--- config.mk ---
export PLATFORM = sky130hd
export DESIGN_NAME = vga_timing_flat
export DESIGN_NICKNAME = d
export VERILOG_FILES = /design/src/rtl/vga_timing_pkg.sv /design/src/rtl/vga_timing_if.sv /design/src/rtl/vga_axis_counter.sv /design/src/rtl/vga_timing.sv /design/src/flat_wrapper.sv
export SDC_FILE = /design/constraint.sdc
export NUM_CORES = 1
export LEC_CHECK = 0
export ABC_AREA = 1
export ABC_CLOCK_PERIOD_IN_PS = 2300
export CAP_MARGIN = 10
export CORE_UTILIZATION = 49
export CTS_CLUSTER_DIAMETER = 80
export DETAILED_ROUTE_END_ITERATION = 8
export GPL_TIMING_DRIVEN = 0
export PLACE_DENSITY_LB_ADDON = 0.05
export SLEW_MARGIN = 20
export SYNTH_ARGS = -nofsm -noshare
export SYNTH_HDL_FRONTEND = slang
export SYNTH_HIERARCHICAL = 1
export SYNTH_SLANG_ARGS = --single-unit
--- constraint.sdc ---
create_clock -name clk -period 2.3 [get_ports clk]
set_input_delay 0.46 -clock clk [delete_from_list [all_inputs] [get_ports clk]]
set_output_delay 0.46 -clock clk [all_outputs]
set_load 0.05 [all_outputs]
--- src/rtl/vga_timing_pkg.sv ---
// XGA 1024x768@60 raster constants, phase encoding and counter widths shared by the timing slice.
// Pure declarations: no logic, no latency, no flow control.
package vga_timing_pkg;

  typedef enum logic [1:0] {
    PH_ACTIVE,
    PH_FP,
    PH_SYNC,
    PH_BP
  } phase_t;

  localparam int HC_W = 11;
  localparam int VC_W = 10;

  localparam int XGA_H_ACTIVE = 1024;
  localparam int XGA_H_FP     = 24;
  localparam int XGA_H_SYNC   = 136;
  localparam int XGA_H_BP     = 160;
  localparam int XGA_H_TOTAL  = XGA_H_ACTIVE + XGA_H_FP + XGA_H_SYNC + XGA_H_BP;

  localparam int XGA_V_ACTIVE = 768;
  localparam int XGA_V_FP     = 3;
  localparam int XGA_V_SYNC   = 6;
  localparam int XGA_V_BP     = 29;
  localparam int XGA_V_TOTAL  = XGA_V_ACTIVE + XGA_V_FP + XGA_V_SYNC + XGA_V_BP;

endpackage

--- src/rtl/vga_timing_if.sv ---
// Raster timing bundle from the timing generator to the drawing stages; frame_cnt exists only with VGA_FRAME_CNT_EN.
// All members are registered at the source; no handshake, consumers sample every pixel clock.
interface vga_timing_if;
  import vga_timing_pkg::*;

  logic [HC_W-1:0] hcount_out;
  logic [VC_W-1:0] vcount_out;
  logic            hblnk_out;
  logic            vblnk_out;
  logic            hsync_out;
  logic            vsync_out;
  logic            frame_start;
`ifdef VGA_FRAME_CNT_EN
  logic [15:0]     frame_cnt;
`endif

  modport master (
    output hcount_out, vcount_out, hblnk_out, vblnk_out,
           hsync_out, vsync_out, frame_start
`ifdef VGA_FRAME_CNT_EN
  , output frame_cnt
`endif
  );

  modport slave (
    input hcount_out, vcount_out, hblnk_out, vblnk_out,
          hsync_out, vsync_out, frame_start
`ifdef VGA_FRAME_CNT_EN
  , input frame_cnt
`endif
  );

endinterface

--- src/rtl/vga_axis_counter.sv ---
// One raster axis: wrapping position counter plus ACTIVE/FP/SYNC/BP phase FSM, blank and sync flops.
// Count, phase, blnk and sync update together on the step edge; step=0 holds everything; wrap is combinational.
module vga_axis_counter
  import vga_timing_pkg::*;
#(
  parameter int   W        = 11,
  parameter int   ACTIVE   = 1024,
  parameter int   FP       = 24,
  parameter int   SYNC     = 136,
  parameter int   BP       = 160,
  parameter logic SYNC_POL = 1'b0
) (
  input  logic         clk,
  input  logic         rst,
  input  logic         step,
  output logic [W-1:0] count,
  output phase_t       phase,
  output logic         wrap,
  output logic         blnk,
  output logic         sync
);

  localparam int           TOTAL      = ACTIVE + FP + SYNC + BP;
  localparam logic [W-1:0] LAST       = W'(TOTAL - 1);
  localparam logic [W-1:0] FP_START   = W'(ACTIVE);
  localparam logic [W-1:0] SYNC_START = W'(ACTIVE + FP);
  localparam logic [W-1:0] BP_START   = W'(ACTIVE + FP + SYNC);

  logic [W-1:0] count_d;
  phase_t       phase_d;

  assign wrap = step && (count == LAST);

  // Phase is decoded from the next count so blank/sync land on the same edge as the count they describe.
  always_comb begin
    count_d = count;
    phase_d = phase;
    if (step) begin
      count_d = (count == LAST) ? '0 : count + W'(1);
    end
    case (phase)
      PH_ACTIVE: if (count_d == FP_START)   phase_d = PH_FP;
      PH_FP:     if (count_d == SYNC_START) phase_d = PH_SYNC;
      PH_SYNC:   if (count_d == BP_START)   phase_d = PH_BP;
      PH_BP:     if (count_d == '0)         phase_d = PH_ACTIVE;
      default:                              phase_d = PH_ACTIVE;
    endcase
  end

  always_ff @(posedge clk or posedge rst) begin
    if (rst) begin
      count <= '0;
      phase <= PH_ACTIVE;
      blnk  <= 1'b0;
      sync  <= ~SYNC_POL;
    end else begin
      count <= count_d;
      phase <= phase_d;
      blnk  <= (phase_d != PH_ACTIVE);
      sync  <= (phase_d == PH_SYNC) ? SYNC_POL : ~SYNC_POL;
    end
  end

endmodule

--- src/rtl/vga_timing.sv ---
// Raster timing generator (default 1024x768@60, 65 MHz); all outputs registered, blank/sync aligned to counts.
// en=0 holds every output and forces frame_start low; optional frame_cnt with VGA_FRAME_CNT_EN.
module vga_timing
  import vga_timing_pkg::*;
#(
  parameter int   H_ACTIVE = XGA_H_ACTIVE,
  parameter int   H_FP     = XGA_H_FP,
  parameter int   H_SYNC   = XGA_H_SYNC,
  parameter int   H_BP     = XGA_H_BP,
  parameter int   V_ACTIVE = XGA_V_ACTIVE,
  parameter int   V_FP     = XGA_V_FP,
  parameter int   V_SYNC   = XGA_V_SYNC,
  parameter int   V_BP     = XGA_V_BP,
  parameter logic SYNC_POL = 1'b0
) (
  input  logic         clk,
  input  logic         rst,
  input  logic         en,
  vga_timing_if.master vga
);

  logic [HC_W-1:0] h_count;
  logic [VC_W-1:0] v_count;
  phase_t          h_phase;
  phase_t          v_phase;
  logic            h_wrap;
  logic            v_wrap;
  logic            v_step;
  logic            h_blnk;
  logic            v_blnk;
  logic            h_sync;
  logic            v_sync;
  logic            frame_start_d;
  logic            frame_start_q;

  assign v_step = h_wrap & en;

  vga_axis_counter #(
    .W        (HC_W),
    .ACTIVE   (H_ACTIVE),
    .FP       (H_FP),
    .SYNC     (H_SYNC),
    .BP       (H_BP),
    .SYNC_POL (SYNC_POL)
  ) u_h (
    .clk   (clk),
    .rst   (rst),
    .step  (en),
    .count (h_count),
    .phase (h_phase),
    .wrap  (h_wrap),
    .blnk  (h_blnk),
    .sync  (h_sync)
  );

  vga_axis_counter #(
    .W        (VC_W),
    .ACTIVE   (V_ACTIVE),
    .FP       (V_FP),
    .SYNC     (V_SYNC),
    .BP       (V_BP),
    .SYNC_POL (SYNC_POL)
  ) u_v (
    .clk   (clk),
    .rst   (rst),
    .step  (v_step),
    .count (v_count),
    .phase (v_phase),
    .wrap  (v_wrap),
    .blnk  (v_blnk),
    .sync  (v_sync)
  );

  // A frame ends only while both axes sit in back porch; v_wrap already carries en.
  assign frame_start_d = v_wrap && (h_phase == PH_BP) && (v_phase == PH_BP);

  always_ff @(posedge clk or posedge rst) begin
    if (rst) begin
      frame_start_q <= 1'b0;
    end else begin
      frame_start_q <= frame_start_d;
    end
  end

`ifdef VGA_FRAME_CNT_EN
  logic [15:0] frame_cnt_q;

  always_ff @(posedge clk or posedge rst) begin
    if (rst) begin
      frame_cnt_q <= '0;
    end else if (frame_start_d) begin
      frame_cnt_q <= frame_cnt_q + 16'd1;
    end
  end

  assign vga.frame_cnt = frame_cnt_q;
`endif

  assign vga.hcount_out  = h_count;
  assign vga.vcount_out  = v_count;
  assign vga.hblnk_out   = h_blnk;
  assign vga.vblnk_out   = v_blnk;
  assign vga.hsync_out   = h_sync;
  assign vga.vsync_out   = v_sync;
  assign vga.frame_start = frame_start_q;

endmodule

--- src/flat_wrapper.sv ---
// flat-port wrapper written by rule: the top's interface ports become plain ports
module vga_timing_flat import vga_timing_pkg::*;
#(
  parameter int   H_ACTIVE = XGA_H_ACTIVE,
  parameter int   H_FP     = XGA_H_FP,
  parameter int   H_SYNC   = XGA_H_SYNC,
  parameter int   H_BP     = XGA_H_BP,
  parameter int   V_ACTIVE = XGA_V_ACTIVE,
  parameter int   V_FP     = XGA_V_FP,
  parameter int   V_SYNC   = XGA_V_SYNC,
  parameter int   V_BP     = XGA_V_BP,
  parameter logic SYNC_POL = 1'b0
)
  (clk, rst, en, vga_hcount_out, vga_vcount_out, vga_hblnk_out, vga_vblnk_out, vga_hsync_out, vga_vsync_out, vga_frame_start);
  vga_timing_if vga_i ();
  input  logic clk;
  input  logic rst;
  input  logic en;
  output wire logic [$bits(vga_i.hcount_out)-1:0] vga_hcount_out;
  output wire logic [$bits(vga_i.vcount_out)-1:0] vga_vcount_out;
  output wire logic [$bits(vga_i.hblnk_out)-1:0] vga_hblnk_out;
  output wire logic [$bits(vga_i.vblnk_out)-1:0] vga_vblnk_out;
  output wire logic [$bits(vga_i.hsync_out)-1:0] vga_hsync_out;
  output wire logic [$bits(vga_i.vsync_out)-1:0] vga_vsync_out;
  output wire logic [$bits(vga_i.frame_start)-1:0] vga_frame_start;
  assign vga_hcount_out = vga_i.hcount_out;
  assign vga_vcount_out = vga_i.vcount_out;
  assign vga_hblnk_out = vga_i.hblnk_out;
  assign vga_vblnk_out = vga_i.vblnk_out;
  assign vga_hsync_out = vga_i.hsync_out;
  assign vga_vsync_out = vga_i.vsync_out;
  assign vga_frame_start = vga_i.frame_start;
  vga_timing #(.H_ACTIVE(H_ACTIVE), .H_FP(H_FP), .H_SYNC(H_SYNC), .H_BP(H_BP), .V_ACTIVE(V_ACTIVE), .V_FP(V_FP), .V_SYNC(V_SYNC), .V_BP(V_BP), .SYNC_POL(SYNC_POL)) u_core (.clk(clk), .rst(rst), .en(en), .vga(vga_i));
endmodule
==> results.toml, run 1 <==
[status]
status = "finished clean"

[final_layout]
syn2layout_area_growth_pct = 35.3
ff_latch_area_um2 = 762
nFillCells = 347
diodes = 0
drive_gt1_share_pct = 31.3
multiInputGateArea_um2 = 1230
final_nets = 356
fin_util_pct = 69.8

[clock_network]
htree_levels = 2
numCtsBuffers = 5
clkSlewWorstSetupHoldPaths_ps = 70
cts_sinks = 30
cts_tree = "done"
cts_buffer_depth = 2
clock-root-buffer = "clkbuf_8"
cts_hold_buf = 0
worstSkewPairLatency_ps = 280

[power]
p_leak_nw = 1.40
power_density_nw_per_um2 = 755
ir_worst_vdd_mv = 0.664

[route]
routedWlPerCell_um = 12.0
route.detailed.drc = 0
num_vias = 1974
via_per_inst = 4.92
drt_first_iter_violations = 133
drt-total-wl_um = 4820
drt-pass1-iter-count = 4
postRouteAntennaNets = 0

[critical_path]
worstRegToRegCells = 19
critPathCaptureType = "register"
rr_startpoint = "u_core/u_h/count[0]"
path_delay_family = "simple AND/OR/NAND/NOR gates"
critPathLaunchType = "register"
worstPathRequired_ps = 2460
cpMostUsedCell = "nand2_2"
path_cells = "ha_4, nand2_2, inv_2, nand3_4, nor2_4, nand2_1, inv_2, buf_6, nand3_4, nor2_4, nand2_1, nand3_2, nand2_2, nor2_4, nand3_2, nand2_2, nand2_2, nand2_4, nand3_2"
timing.rr.end = "u_core/u_v/blnk"
slowest_stage = "dfrtp_2"
startpoint = "u_core/u_h/count[0]"
critPathBufInv = 3
crit_type = "reg -> reg"
reg2reg_slack_ps = 70
max_stage_delay_ps = 390
crit_arrival_ps = 2390
crit_fanout = 5

[sta]
tightest_slew_ps = 577
fmax_ghz = 0.449
finClkSkew_ps = 6.88
setup_viol = 0
fin_setup_tns_ps = 0
finalCritPeriodShare_pct = 96.8
relSlewSlack_pct = 61.5
hold_viol = 0
maxSlewViolCount = 0
fin_crit_ps = 2230
rsz0062_at_grt = "true"

[place]
dp_hpwl_um = 3380
port_buffers = 28
finalWeightedCongestion = 0.832

[global_route]
grt_max_degree = 16
antenna_found_initial = 0
grt_pass1_wl_um = 7670
grt-ovfl-total = 0
grt_pass1_vias = 1765
track_usage_pct = 22.7

[synth]
avgSynthCellArea_um2 = 7.03
synthesis.nets = 302
syn-cell-area_um2 = 2080
synth_warnings = 6
yosysTopAreaCell = "dfrtp_1"
synth_top_area_share_pct = 33.7
ys_seq_elements = 30
synth-seq-area-share_pct = 36.2
synth_ff_type = "dfrtp_1"
yosysMostFrequentCell = "nand2_1"
synth-edff-count = 0
synthTopCellsByCount = "nand2_1 (83), inv_1 (50), nand3_1 (34)"
synth.area.top_cells = "dfrtp_1 (34%), nand2_1 (15%), inv_1 (9.0%), nand3_1 (8.2%), nor2_1 (4.7%)"
synthCells = 296
async_flop_share_pct = 100
synth.distinct_cells = 25

[floorplanning]
io_pins = 29
fp.dieH_um = 67.1
core-area_um2 = 4030
die_area_um2 = 4510
start_util_pct = 51.6
die_w_um = 67.1
fp-row-count = 23

[flow_run]
max-cap-violations = 0

[worst_hold_path]
worstHoldPathType = "in -> async"
[power breakdown]
group          internal [W]  switching (W)  total [W]
Clock              0.000240       0.000195   0.000435
Combinational      0.000342       0.000623   0.000964
Sequential         0.000613       0.000111   0.000724
Total               0.00119       0.000929    0.00212
[placed cells by master, fill, tap and decap left out]
master            n
a21oi_1           1
and2_1            1
buf_4            19
buf_6             2
clkbuf_8          6
clkdlybuf4s50_1  27
clkinv_1          1
clkinv_2          1
clkinvlp_4        1
dfrtp_1          21
dfrtp_2           7
dfstp_2           2
dlygate4sd2_1     1
ha_1              2
ha_4              1
inv_1            48
inv_2             9
nand2_1          69
nand2_2          21
nand2_4           2
nand3_1          28
nand3_2           9
nand3_4           5
nand3b_1          2
nand4_1           8
nor2_1           22
nor2_2            9
nor2_4           14
nor3_1            2
o21ai_0           4
o21ai_1           1
o21ai_2           2
xnor2_1           1
xor2_1            2
[what timing repair did]
item	4_1_cts	5_1_grt
gates cloned	1	0
resized for setup	9	28
endpoints found under the setup margin	4	7
buffers inserted	10	9
pin swaps	9	16
[flip-flops by register name, indices dropped and copies added, names as in the netlist]
name                    flops
u_core/u_v/count           10
u_core/vga.frame_start      1
u_core/u_h/sync             1
u_core/u_v/phase            2
u_core/u_h/phase            2
u_core/u_v/sync             1
u_core/u_h/blnk             1
u_core/u_h/count           11
u_core/u_v/blnk             1
[metal layers]
layer / track usage [%] / vias up / routed length, um
met5: 0 / - / 0
met4: 8.51 / 0 / 55
met3: 4.56 / 6 / 149
met2: 34.4 / 32 / 2200
met1: 31.9 / 914 / 2410
li1: - / 1022 / -
[layout make-up]
cell class                      count  area share (%)
Multi-Input combinational cell    206            43.8
Clock inverter                      2           0.445
Buffer                              2           0.800
Sequential cell                    30            27.1
Inverter                           58            7.74
Tap cell                           50            2.22
Timing Repair Buffer               47            15.0
Clock buffer                        6            2.93
[stage by stage]
step / std cells / worst slack, ps / total power, W / hold WS, ps / instance area, um2
floorplan: 296 / -129 / 0.00135 / 189 / 2110
global placement: 374 / -592 / 0.00158 / 561 / 2450
detailed placement: 374 / -614 / 0.00159 / 561 / 2450
CTS: 393 / -13.5 / 0.00206 / 365 / 2660
global route: 401 / -65.9 / 0.00226 / 382 / 2810
finish: 401 / 73.1 / 0.00212 / 369 / 2810
[how the worst max path moves through the flow]
| stage | end | depth (start not counted) |
|---|---|---|
| 5_1_grt | u_core/u_v/phase[0] | 18 |
| 4_1_cts | u_core/u_v/blnk | 19 |
| 3_5_place_dp | u_core/u_v/blnk | 18 |
| 2_1_floorplan | u_core/u_v/blnk | 19 |
| 3_3_place_gp | u_core/u_v/blnk | 18 |
| 6_report | u_core/u_v/blnk | 19 |
[logic make-up after synthesis]
group,Yosys count,synth area share [%]
AND/OR/NAND/NOR,192,47.1
buffers and inverters,60,11.4
flip-flops,30,36.2
AO/OA/AOI/OAI,8,2.29
XOR/XNOR,3,1.26
adder cells (fa/ha/maj),3,1.81
(Power assumes the default switching activity.)
==> inputs of run 2 (changes only) <==
--- a/config.mk
+++ b/config.mk
@@ -6,7 +6,7 @@
 export NUM_CORES = 1
 export LEC_CHECK = 0
 export ABC_AREA = 1
-export ABC_CLOCK_PERIOD_IN_PS = 2300
+export ABC_CLOCK_PERIOD_IN_PS = 1900
 export CAP_MARGIN = 10
 export CORE_UTILIZATION = 49
 export CTS_CLUSTER_DIAMETER = 80
==> constraint.sdc (replaced) <==
create_clock -name clk -period 1.9 [get_ports clk]
set_input_delay 0.38 -clock clk [delete_from_list [all_inputs] [get_ports clk]]
set_output_delay 0.38 -clock clk [all_outputs]
set_load 0.05 [all_outputs]
==> results.toml, run 2 (synthesis gave the netlist of run 1 again) <==
[route]
routedWlPerCell_um = 12.0
postRouteAntennaNets = 0
num_vias = 2000
top_layer = "met4"
route.detailed.drc = 0
via_per_inst = 5.00
drt_first_iter_violations = 167
wl_met1_um = 2290
wl_met2_um = 2240
drt-total-wl_um = 4780
routed-wl-met3_um = 175
drt-pass1-iter-count = 5

[place]
postPlaceCellArea_um2 = 2460
place_ws_ps = -935
finalWeightedCongestion = 0.782
dp_hpwl_um = 3520
port_buffers = 28

[final_layout]
nFillCells = 365
fin_area_um2 = 2750
ff_latch_area_um2 = 763
largest_register = "u_core/u_h/count"
reg.largest.list = "u_core/u_h/count (11), u_core/u_v/count (10)"
syn2layout_area_growth_pct = 32.3
diodes = 0
final_nets = 355
multiInputGateArea_um2 = 1190
fin_util_pct = 68.3
layout_commonest_cell = "nand2_1"
drive_gt1_share_pct = 29.4
largest_reg_flops = 11
layout.cells.most_common_list = "nand2_1 (76), inv_1 (48), nand3_1 (29)"

[power]
ir_worst_vdd_mv = 0.722
p_leak_nw = 1.41
power_density_nw_per_um2 = 922
p_total_w = 0.00254

[clock_network]
cts_tree = "done"
worstSkewPairLatency_ps = 290
htree_levels = 2
clkSlewWorstSetupHoldPaths_ps = 70
numCtsBuffers = 5
clock-root-buffer = "clkbuf_8"
cts_sinks = 30
cts_buffer_depth = 2
cts_hold_buf = 0

[sta]
relSlewSlack_pct = 60.2
tightest_slew_ps = 596
hold_viol = 0
fmax_ghz = 0.441
finalWorstSetupSlack_ps = -369
setup_viol = 7
maxSlewViolCount = 0
finalCritPeriodShare_pct = 119
rsz0062_at_grt = "true"
finClkSkew_ps = 4.59
fin_crit_ps = 2270

[floorplanning]
core-area_um2 = 4030
start_util_pct = 51.6
io_pins = 29
fp.dieH_um = 67.1
die_w_um = 67.1
die_area_um2 = 4510
fp-row-count = 23

[critical_path]
path_cells = "ha_4, nand2_2, inv_2, nand3_4, nor2_4, nand2_1, inv_2, buf_6, nand3_4, nor2_4, nand2_1, nand3_2, nand2_2, nor2_4, nand3_2, nand2_2, nand2_2, nand2_4, nand3_2"
slowest_stage = "dfrtp_2"
critPathCaptureType = "register"
worstPathRequired_ps = 2080
max_stage_delay_ps = 390
cpMostUsedCell = "nand2_2"
critPathBufInv = 3
critPathLaunchType = "register"
crit_type = "reg -> reg"
path_delay_family = "simple AND/OR/NAND/NOR gates"
crit_arrival_ps = 2450
crit_fanout = 5

[global_route]
grt_max_degree = 16
grt_pass1_wl_um = 7660
grt_pass1_vias = 1804
antenna_found_initial = 0
track_usage_pct = 23.1
grt-ovfl-total = 0

[worst_hold_path]
worstHoldPathType = "in -> async"

[flow_run]
max-cap-violations = 0

[status]
status = "finished with violations"
violations = "negative setup slack"
run 2: cell types whose count changed in the layout (fill, tap and decap cells not counted), moves of 2 or more:
cell,delta
dlymetal6s2s_1,+3
dlygate4sd2_1,+20
nand2_1,+7
nor2_2,+2
nand3_4,-2
clkdlybuf4s50_1,-23
nand2_2,-7
run 2: worst paths after layout:
| path | slack, ps | depth (start not counted) | to | from |
|---|---|---|---|---|
| worst min register to register | 570 | 2 | u_core/vga.frame_start | u_core/u_h/phase[1] |
| worst min-delay path | 280 | 2 | u_core/vga.frame_start | rst |
| worst max-delay path | -370 | 19 | u_core/u_v/blnk | u_core/u_h/count[1] |
| max in group asynchronous | 960 | 2 | u_core/u_h/count[1] | rst |
| min in group clk | 570 | 2 | u_core/vga.frame_start | u_core/u_h/phase[1] |
| worst max register to register | -370 | 19 | u_core/u_v/blnk | u_core/u_h/count[1] |
run 2: area by class of cell:
type / count / share of cell area, %
multi-input cells: 206 / 43.4
flip-flops and latches: 30 / 27.8
repair buffers: 46 / 14.4
inverters: 58 / 7.92
clock buffers: 6 / 3.00
well taps: 50 / 2.27
plain buffers: 2 / 0.819
clock inverters: 2 / 0.455
run 2: worst register-to-register path: cells and delay by family (launching register included):
family	cells	cell delay, ps
flip-flops	1	390
AND/OR/NAND/NOR	15	1370
buffers and inverters	3	250
adder cells (fa/ha/maj)	1	150
run 2: where the power goes:
part           switching (W)  leakage (nW)  total (W)  internal, W
clock network       0.000251        0.0472   0.000542     0.000291
logic               0.000771          1.03    0.00112     0.000349
registers           0.000131         0.327   0.000875     0.000744
run 2: layer usage:
metal	up-vias	GRT usage, %
met5	-	0
met3	8	4.22
met2	47	38.8
met4	0	9.57
met1	925	29.0
li1	1020	-
run 2: timing repair:
action,4_1_cts,5_1_grt
resized for setup,31,18
setup endpoints to repair,33,13
setup buffers,11,7
pin swaps,14,13
run 2: stage by stage:
step                hold WS (ps)  setup TNS, ps  cells
global route                 289          -2980    400
CTS                          282          -2080    393
detailed placement           557          -8860    374
global placement             552          -8880    374
floorplan                    109          -2230    296
finish                       284          -1840    400
==> inputs of run 3 (changes only) <==
--- a/config.mk
+++ b/config.mk
@@ -6,9 +6,9 @@
 export NUM_CORES = 1
 export LEC_CHECK = 0
 export ABC_AREA = 1
-export ABC_CLOCK_PERIOD_IN_PS = 1900
+export ABC_CLOCK_PERIOD_IN_PS = 2750
 export CAP_MARGIN = 10
-export CORE_UTILIZATION = 49
+export CORE_UTILIZATION = 59
 export CTS_CLUSTER_DIAMETER = 80
 export DETAILED_ROUTE_END_ITERATION = 8
 export GPL_TIMING_DRIVEN = 0
@@ -18,3 +18,4 @@
 export SYNTH_HDL_FRONTEND = slang
 export SYNTH_HIERARCHICAL = 1
 export SYNTH_SLANG_ARGS = --single-unit
+export TNS_END_PERCENT = 1
==> constraint.sdc (replaced) <==
create_clock -name clk -period 2.75 [get_ports clk]
set_input_delay 0.55 -clock clk [delete_from_list [all_inputs] [get_ports clk]]
set_output_delay 0.55 -clock clk [all_outputs]
set_load 0.05 [all_outputs]
==> results.toml, run 3 (synthesis gave the netlist of run 1 again) <==
[floorplanning]
die_area_um2 = 3770
die_w_um = 61.4
core-area_um2 = 3360
start_util_pct = 61.8
fp-row-count = 21
fp.dieH_um = 61.4
io_pins = 29

[global_route]
met1_usage_pct = 34.7
grt-ovfl-total = 0
track_usage_pct = 26.3
grt_max_degree = 16
busiest_layer = "met2"
grt_pass1_wl_um = 7170
use_met2_pct = 41.8
antenna_found_initial = 0
grt_util_met3_pct = 5.46
grt_pass1_vias = 1697

[power]
p_leak_nw = 1.31
power_density_nw_per_um2 = 660
ir_worst_vdd_mv = 0.572

[sta]
relSlewSlack_pct = 62.3
maxSlewViolCount = 0
rsz0062_at_grt = "false"
hold_viol = 0
setup_viol = 0
finClkSkew_ps = 8.48
tightest_slew_ps = 565
fin_crit_ps = 2500
fmax_ghz = 0.399
finalCritPeriodShare_pct = 91.0

[critical_path]
crit_fanout = 10
rr_startpoint = "u_core/u_h/count[1]"
path_delay_family = "simple AND/OR/NAND/NOR gates"
worstPathRequired_ps = 2980
max_stage_delay_ps = 420
critPathCaptureType = "register"
slowest_stage = "dfrtp_2"
critPathBufInv = 3
startpoint = "u_core/u_h/count[1]"
crit_arrival_ps = 2730
path_cells = "ha_1, nand2_1, inv_2, nand3_4, nor2_4, nand2_1, inv_1, buf_6, nand3_4, nor2_4, nand2_1, nand2_1, nand3_2, nor2_4, nand3_2, nand2_2, nand2_1, nand2_2, nand3_1"
critPathLaunchType = "register"
cpMostUsedCell = "nand2_1"
crit_type = "reg -> reg"

[route]
route.detailed.drc = 0
drt-total-wl_um = 4550
routedWlPerCell_um = 12.0
drt_first_iter_violations = 116
drt-pass1-iter-count = 4
postRouteAntennaNets = 0
via_per_inst = 5.14
num_vias = 1953

[status]
status = "finished clean"

[final_layout]
layout.cells.most_common_list = "nand2_1 (83), inv_1 (50), nand3_1 (33)"
fin_util_pct = 75.7
final_nets = 340
largest_reg_flops = 11
reg.largest.list = "u_core/u_h/count (11), u_core/u_v/count (10)"
nFillCells = 282
largest_register = "u_core/u_h/count"
fin_area_um2 = 2540
syn2layout_area_growth_pct = 22.4
drive_gt1_share_pct = 18.6
layout_commonest_cell = "nand2_1"
diodes = 0

[clock_network]
cts_buffer_depth = 2
clkSlewWorstSetupHoldPaths_ps = 90
cts_tree = "done"
numCtsBuffers = 5
htree_levels = 2
worstSkewPairLatency_ps = 340
clock-root-buffer = "clkbuf_4"
cts_hold_buf = 0
cts_sinks = 30

[place]
dp_hpwl_um = 3350
port_buffers = 28
finalWeightedCongestion = 0.828
postPlaceCellArea_um2 = 2420

[worst_hold_path]
worstHoldPathType = "in -> async"

[flow_run]
max-cap-violations = 0
run 3: final cells by class:
type | instances | area [um2] | area share [%]
multi-input combinational | 206 | 1100 | 43.4
timing repair buffer | 31 | 305 | 12.0
tap | 46 | 57.6 | 2.26
buffer | 2 | 22.5 | 0.885
clock buffer | 6 | 51.3 | 2.02
inverter | 58 | 218 | 8.55
clock inverter | 1 | 30.0 | 1.18
sequential | 30 | 756 | 29.7
run 3: stage by stage:
stage	setup slack (ps)	hold slack (ps)	setup TNS, ps	std cells	total power (W)
2_1_floorplan	69.4	279	0	296	0.00111
3_3_place_gp	-240	555	-775	370	0.00130
3_5_place_dp	-251	562	-870	370	0.00131
4_1_cts	111	372	0	377	0.00168
5_1_grt	7.67	415	0	380	0.00179
6_report	247	386	0	380	0.00168
run 3: worst paths after layout:
kind	to	slack, ps	cells after the start
max	u_core/u_v/blnk	250	19
min	u_core/vga.frame_start	390	2
max reg2reg	u_core/u_v/blnk	250	19
min reg2reg	u_core/vga.frame_start	580	2
max in group asynchronous	u_core/u_h/count[1]	1730	2
min in group clk	u_core/vga.frame_start	580	2
run 3: worst register-to-register path, stage by stage, from the launching register on:
cell     delay [ps]
dfrtp_2         420
ha_1            210
nand2_1          80
inv_2            80
nand3_4         110
nor2_4          130
nand2_1          70
inv_1            80
buf_6           150
nand3_4         100
nor2_4          140
nand2_1          60
nand2_1         100
nand3_2         120
nor2_4          170
nand3_2          90
nand2_2          90
nand2_1          70
nand2_2          80
nand3_1          70
run 3: power by group:
part           switching [W]  internal [W]
Clock               0.000153      0.000211
Sequential         0.0000984      0.000505
Combinational       0.000488      0.000223
Total               0.000740      0.000940
run 3: layer usage:
layer / wire length, um / part of all wire, % / vias to the layer above
met4: 66 / 1.5 / 0
met3: 225 / 5.0 / 8
met5: 0 / 0 / -
met1: 2110 / 46 / 924
met2: 2150 / 47 / 36
li1: - / - / 985
run 3: repair_timing:
item	CTS	global route
endpoints found under the hold margin	0	0
resized for setup	0	7
buffers inserted	0	3
setup endpoints to repair	0	3
